## src/rtl/cpu_types_pkg.sv

```systemverilog
// cpu_types_pkg: shared types and constants for the direct-mapped instruction cache.
//   word_t         : 32-bit instruction/data word
//   icachef_t      : fetch address split {tag, idx, bytoff} for the default 16 sets
//   icache_frame_t : one cache frame {valid, tag, data}
//   icache_state_t : miss-handling FSM states
package cpu_types_pkg;
    localparam int ICACHE_SETS  = 16;
    localparam int ICACHE_IDX_W = 4;

    typedef logic [31:0] word_t;

    typedef struct packed {
        logic [25:0] tag;
        logic [3:0]  idx;
        logic [1:0]  bytoff;
    } icachef_t;

    typedef struct packed {
        logic        valid;
        logic [25:0] tag;
        word_t       data;
    } icache_frame_t;

    typedef enum logic {IDLE, FETCH} icache_state_t;
endpackage

```

## src/rtl/icache_dm_if.sv

```systemverilog
// icache_dm_if: fetch-side and memory-side signals of the instruction cache.
//   datapath : imemREN, imemaddr -> cache ; ihit, imemload <- cache
//   memory   : iREN, iaddr <- cache ; iwait, iload -> cache
//   slave modport is the cache's view, master modport is the environment's view.
interface icache_dm_if #(parameter int WORD_W = 32);
    logic              imemREN;
    logic [31:0]       imemaddr;
    logic              ihit;
    logic [WORD_W-1:0] imemload;
    logic              iREN;
    logic [31:0]       iaddr;
    logic              iwait;
    logic [WORD_W-1:0] iload;

    modport slave (
        input  imemREN, imemaddr, iwait, iload,
        output ihit, imemload, iREN, iaddr
    );

    modport master (
        output imemREN, imemaddr, iwait, iload,
        input  ihit, imemload, iREN, iaddr
    );
endinterface

```

## src/rtl/icache_frame_array.sv

```systemverilog
// icache_frame_array: SETS-entry frame store, synchronous write, asynchronous read.
//   CLK, nRST            : clock, synchronous active-low reset (clears valid bits only)
//   wen, idx, wtag, wdata: fill of frame[idx]
//   rvalid, rtag, rdata  : combinational contents of frame[idx]
module icache_frame_array #(
    parameter  int SETS   = 16,
    parameter  int TAG_W  = 26,
    parameter  int WORD_W = 32,
    localparam int IDX_W  = $clog2(SETS)
) (
    input  logic              CLK,
    input  logic              nRST,
    input  logic              wen,
    input  logic [IDX_W-1:0]  idx,
    input  logic [TAG_W-1:0]  wtag,
    input  logic [WORD_W-1:0] wdata,
    output logic              rvalid,
    output logic [TAG_W-1:0]  rtag,
    output logic [WORD_W-1:0] rdata
);
    logic [SETS-1:0]   valid;
    logic [TAG_W-1:0]  tags [SETS];
    logic [WORD_W-1:0] data [SETS];

    // Reset has priority, so a fill completing in a reset cycle is dropped.
    always_ff @(posedge CLK) begin
        if (!nRST) valid <= '0;
        else if (wen) valid[idx] <= 1'b1;
    end

    always_ff @(posedge CLK) begin
        if (wen) begin
            tags[idx] <= wtag;
            data[idx] <= wdata;
        end
    end

    assign rvalid = valid[idx];
    assign rtag   = tags[idx];
    assign rdata  = data[idx];
endmodule

```

## src/rtl/icache_dm.sv

```systemverilog
// icache_dm: direct-mapped read-only instruction cache with single-word miss fill.
//   CLK, nRST : clock, synchronous active-low reset
//   bus       : icache_dm_if.slave (datapath fetch port + memory read port)
//   hit_count, miss_count : present only when ICACHE_STATS_EN is defined
module icache_dm
    import cpu_types_pkg::*;
#(
    parameter int SETS   = ICACHE_SETS,
    parameter int WORD_W = 32
) (
    input  logic        CLK,
    input  logic        nRST,
    icache_dm_if.slave  bus
`ifdef ICACHE_STATS_EN
    ,
    output logic [31:0] hit_count,
    output logic [31:0] miss_count
`endif
);
    localparam int IDX_W = $clog2(SETS);
    localparam int TAG_W = 30 - IDX_W;

    icache_state_t     state, next;
    logic [IDX_W-1:0]  idx;
    logic [TAG_W-1:0]  tag, rtag;
    logic [WORD_W-1:0] rdata;
    logic              rvalid, hit, fill;

    assign idx  = bus.imemaddr[IDX_W+1:2];
    assign tag  = bus.imemaddr[31:IDX_W+2];
    assign hit  = bus.imemREN && rvalid && (rtag == tag);
    assign fill = (state == FETCH) && bus.imemREN && !bus.iwait;

    icache_frame_array #(.SETS(SETS), .TAG_W(TAG_W), .WORD_W(WORD_W)) frames (
        .CLK    (CLK),
        .nRST   (nRST),
        .wen    (fill),
        .idx    (idx),
        .wtag   (tag),
        .wdata  (bus.iload),
        .rvalid (rvalid),
        .rtag   (rtag),
        .rdata  (rdata)
    );

    always_ff @(posedge CLK) begin
        if (!nRST) state <= IDLE;
        else state <= next;
    end

    // FETCH ends on completion or when the datapath withdraws its request.
    always_comb begin
        next = state;
        next = (state == IDLE) ? ((bus.imemREN && !hit) ? FETCH : IDLE)
                               : ((!bus.imemREN || !bus.iwait) ? IDLE : FETCH);
    end

    always_comb begin
        bus.ihit     = hit;
        bus.imemload = rdata;
        bus.iREN     = (state == FETCH) && bus.imemREN;
        bus.iaddr    = (state == FETCH) ? {bus.imemaddr[31:2], 2'b00} : bus.imemaddr;
    end

`ifdef ICACHE_STATS_EN
    always_ff @(posedge CLK) begin
        if (!nRST) begin
            hit_count  <= '0;
            miss_count <= '0;
        end else begin
            hit_count  <= hit_count + 32'(hit);
            miss_count <= miss_count + 32'(state == IDLE && next == FETCH);
        end
    end
`endif
endmodule

```

## src/flat_wrapper.sv

```systemverilog
// flat-port wrapper written by rule: the top's interface ports become plain ports
module icache_dm_flat import cpu_types_pkg::*;
#(
    parameter int SETS   = ICACHE_SETS,
    parameter int WORD_W = 32
)
  (CLK, nRST, bus_imemREN, bus_imemaddr, bus_iwait, bus_iload, bus_ihit, bus_imemload, bus_iREN, bus_iaddr);
  icache_dm_if #(.WORD_W(WORD_W)) bus_i ();
  input  logic CLK;
  input  logic nRST;
  input wire logic [$bits(bus_i.imemREN)-1:0] bus_imemREN;
  input wire logic [$bits(bus_i.imemaddr)-1:0] bus_imemaddr;
  input wire logic [$bits(bus_i.iwait)-1:0] bus_iwait;
  input wire logic [$bits(bus_i.iload)-1:0] bus_iload;
  output wire logic [$bits(bus_i.ihit)-1:0] bus_ihit;
  output wire logic [$bits(bus_i.imemload)-1:0] bus_imemload;
  output wire logic [$bits(bus_i.iREN)-1:0] bus_iREN;
  output wire logic [$bits(bus_i.iaddr)-1:0] bus_iaddr;
  assign bus_i.imemREN = bus_imemREN;
  assign bus_i.imemaddr = bus_imemaddr;
  assign bus_i.iwait = bus_iwait;
  assign bus_i.iload = bus_iload;
  assign bus_ihit = bus_i.ihit;
  assign bus_imemload = bus_i.imemload;
  assign bus_iREN = bus_i.iREN;
  assign bus_iaddr = bus_i.iaddr;
  icache_dm #(.SETS(SETS), .WORD_W(WORD_W)) u_core (.CLK(CLK), .nRST(nRST), .bus(bus_i));
endmodule
```

## config.mk

```make
export PLATFORM = sky130hd
export DESIGN_NAME = icache_dm_flat
export DESIGN_NICKNAME = d
export VERILOG_FILES = /design/src/rtl/cpu_types_pkg.sv /design/src/rtl/icache_dm_if.sv /design/src/rtl/icache_frame_array.sv /design/src/rtl/icache_dm.sv /design/src/flat_wrapper.sv
export SDC_FILE = /design/constraint.sdc
export NUM_CORES = 1
export LEC_CHECK = 0
export CAP_MARGIN = 20
export CORE_MARGIN = 3
export CORE_UTILIZATION = 42
export DETAILED_ROUTE_END_ITERATION = 10
export MAX_ROUTING_LAYER = met4
export PLACE_DENSITY = 0.7
export SLEW_MARGIN = 20
export SYNTH_ARGS = -nofsm -noshare
export SYNTH_HDL_FRONTEND = slang
export SYNTH_HIERARCHICAL = 1
export SYNTH_SLANG_ARGS = --single-unit
```

## constraint.sdc

```tcl
create_clock -name CLK -period 10.23 [get_ports CLK]
set_input_delay 1.5345 -clock CLK [delete_from_list [all_inputs] [get_ports CLK]]
set_output_delay 1.5345 -clock CLK [all_outputs]
set_load 0.005 [all_outputs]
```

==> results.cfg <==
[hold_path]
hold_start = u_core/frames/valid[7]$_SDFFE_PN0P_
hold_path_end = u_core/frames/valid[7]$_SDFFE_PN0P_
whs_path_depth = 1
hold_class = reg -> reg

[critical_path]
crit_path_start_kind = primary input
crit_buf_inv = 3
timing.rr.end = u_core/frames/data[4][18]$_DFFE_PP_
reg2reg_from = u_core/state$_SDFF_PN0_
end_kind = output pin
worstPathMaxFanout = 59
required_ns = 8.70
crit_arrival_ns = 5.76
worstPathCellList = clkdlybuf4s50_1 -> nor2b_4 -> buf_4 -> a22oi_1 -> nand2_1 -> xor2_1 -> nor4_1 -> nand4_1 -> nor3_1 -> clkdlybuf4s50_1
ff2ff_path_depth = 5
cpMaxStageDelayCell = clkdlybuf4s50_1
criticalPathCategory = in -> out
reg2reg_setup_slack_ns = 6.80
cp_top_family = buffers and inverters
cp_common_cell = clkdlybuf4s50_1
max_stage_delay_ns = 0.91

[power_and_ir_drop]
internal_power_w = 0.006306
clkPwrFrac_pct = 41.4
swShare_pct = 20.29
power.density_nw_per_um2 = 190.8
power.share.combinational_pct = 4.8
leakage_nw = 12.90
power.switching_w = 0.001605
peakVddDrop_mv = 0.1234
p_seq_share_pct = 53.8

[grt]
grt_remaining_overflow = 0
grt_max_degree = 161
grt.busiest_layer = met2
met2_usage_pct = 29.12
grt_util_met1_pct = 25.37
met3_usage_pct = 3.644
grt_pass1_vias = 17500
grt_usage_pct = 18.51
grt_pass1_wl_mm = 118.1
antenna_found_initial = 7

[cells_and_area]
nNetsFinal = 1787
seqCellArea_um2 = 28210
postLayoutCoreUtil_pct = 49.23
multi_input_area_um2 = 7154
nFillCells = 6551
drive_gt1_share_pct = 24.04
area_growth_pct = 15.53

[routing]
routed_via_density = 5.688
routedWlPerCell_um = 26.99
vias = 16680
first_pass_iters = 5
ant_nets = 0
drc = 0
drtIter0Drc = 1638
routed_wl_mm = 79.16

[cts]
ctsHoldBuffers = 0
root_buffer = clkbuf_16
clk_path_buf_depth = 3
htreeDepth = 3
cts_resized = 0
clock_latency_ns = 0.63
clkSinkCount = 945
cts_setup_buffers = 0
cts_tree = yes
cts_made_buffers = 92
cts.clk_slew.worst_paths_ns = 0.06

[logic_synthesis]
netlist_area_um2 = 35890
synth-main-ff-cell = edfxtp_1
synth_area_leaders = edfxtp_1 (78%), mux4_2 (15%), a22oi_1 (2.5%)
yosysWarnings = 6
ys_types = 28
synth_edf_count = 928
syn_inst = 1562
synthDominantCellAreaShare_pct = 77.65
synth_top_cell_by_area = edfxtp_1
async_reset_ff_share_pct = 0
synth.net_count = 1630
synth.avg_cell_area_um2 = 22.98
yosys-top-cells-count = edfxtp_1 (928), mux4_2 (236), a22oi_1 (118)
yosysMostFrequentCell = edfxtp_1
yosysSeqAreaShare_pct = 78.59
ys_ff_latch = 945

[floorplan]
ios = 134
die_x_um = 298.3
die_h_um = 298.3
initial_core_util_pct = 42.61
die_area_um2 = 88990
rows = 106
core-area_um2 = 84220

[run_status]
status = complete, no violations

[timing]
layout_min_cycle_time_ns = 7.298
fin_hold_ws_ns = 0.4628
tns_ns = 0
skew_ns = 0.01903
setup_viol = 0
rsz0062_at_grt = no
fmax_ghz = 0.1370
min_period_over_period_pct = 71.34
slew_headroom_pct = 23.32
worst_slew_pin_slew_ns = 1.150
slew_viol_final = 0
hold_viol = 0

[placement]
io_buffers = 133
dp_hpwl_mm = 38.96
place_congestion = 0.7247

[run]
maxCapViolCount = 0
## flip-flops by register name (all words and copies together) (netlist names)
| signal | flops |
|---|---|
| u_core/frames/valid | 16 |
| u_core/frames/tags | 416 |
| u_core/state | 1 |
| u_core/frames/data | 512 |
## area by class of cell
class,instances,share of cell area (%)
sequential,945,68.03
multi-input combinational,501,17.25
clock buffer,116,5.821
timing repair buffer,178,4.255
tap,1134,3.422
clock inverter,52,1.177
antenna,6,0.03621
inverter,1,0.009052
## placed cells by master (no fill, tap or decap), types with 3 or more instances in the layout
cell             instances
edfxtp_1               928
mux4_2                 236
clkdlybuf4s50_1        131
a22oi_1                118
clkbuf_16               93
nand2_1                 63
buf_4                   39
clkbuf_1                23
xor2_1                  23
clkinv_2                19
clkinv_1                18
dfxtp_1                 17
o21a_1                  16
nor2_4                  13
bufinv_16                8
diode_2                  6
nor4_1                   6
buf_8                    3
xnor2_1                  3
nor3_2                   3
buf_12                   3
## power by group through the flow
stage | sequential (W) | combinational, W | clock, W
final | 0.00426 | 0.000379 | 0.00327
after global routing | 0.00426 | 0.000411 | 0.00349
after CTS | 0.00426 | 0.000384 | 0.00333
after detailed placement | 0.00434 | 0.000381 | 0
after global placement | 0.00434 | 0.000374 | 0
after floorplan | 0.00434 | 0.000207 | 0
## kinds of logic after synthesis
kind of cell	share of synthesized area, %
flops	78.59
xor+xnor	0.6345
mux	14.81
buf+inv	1.851
compound gates	2.841
simple gates	1.269
## stage by stage
stage                     total power (W)  cell area, um^2  cells  setup WS [ns]
after global routing             0.008160            41460   2933          2.565
final                            0.007912            41460   2933          2.932
after CTS                        0.007974            41340   2922          2.779
after detailed placement         0.004724            38440   2754          2.806
after global placement           0.004716            38440   2754          2.830
after floorplan                  0.004550            35890   1562          3.426
## how the worst max path moves through the flow
stage | startpoint | end | slack, ns | cells past startpoint
after floorplan | bus_imemaddr[2] | u_core/frames/data[1][0]$_DFFE_PP_ | 3.43 | 5
after global placement | bus_imemaddr[4] | bus_ihit | 2.83 | 10
after detailed placement | bus_imemaddr[4] | bus_ihit | 2.81 | 10
after CTS | bus_imemaddr[4] | bus_ihit | 2.78 | 10
after global routing | bus_imemaddr[2] | bus_ihit | 2.57 | 10
final | bus_imemaddr[5] | bus_ihit | 2.93 | 10
## per-layer routing
| layer | share of wire (%) | wire, um |
|---|---|---|
| met1 | 41 | 32740 |
| met2 | 49 | 39110 |
| met3 | 7.5 | 5921 |
| met4 | 1.8 | 1391 |
| met5 | 0 | 0 |
(Power assumes the default switching activity.)
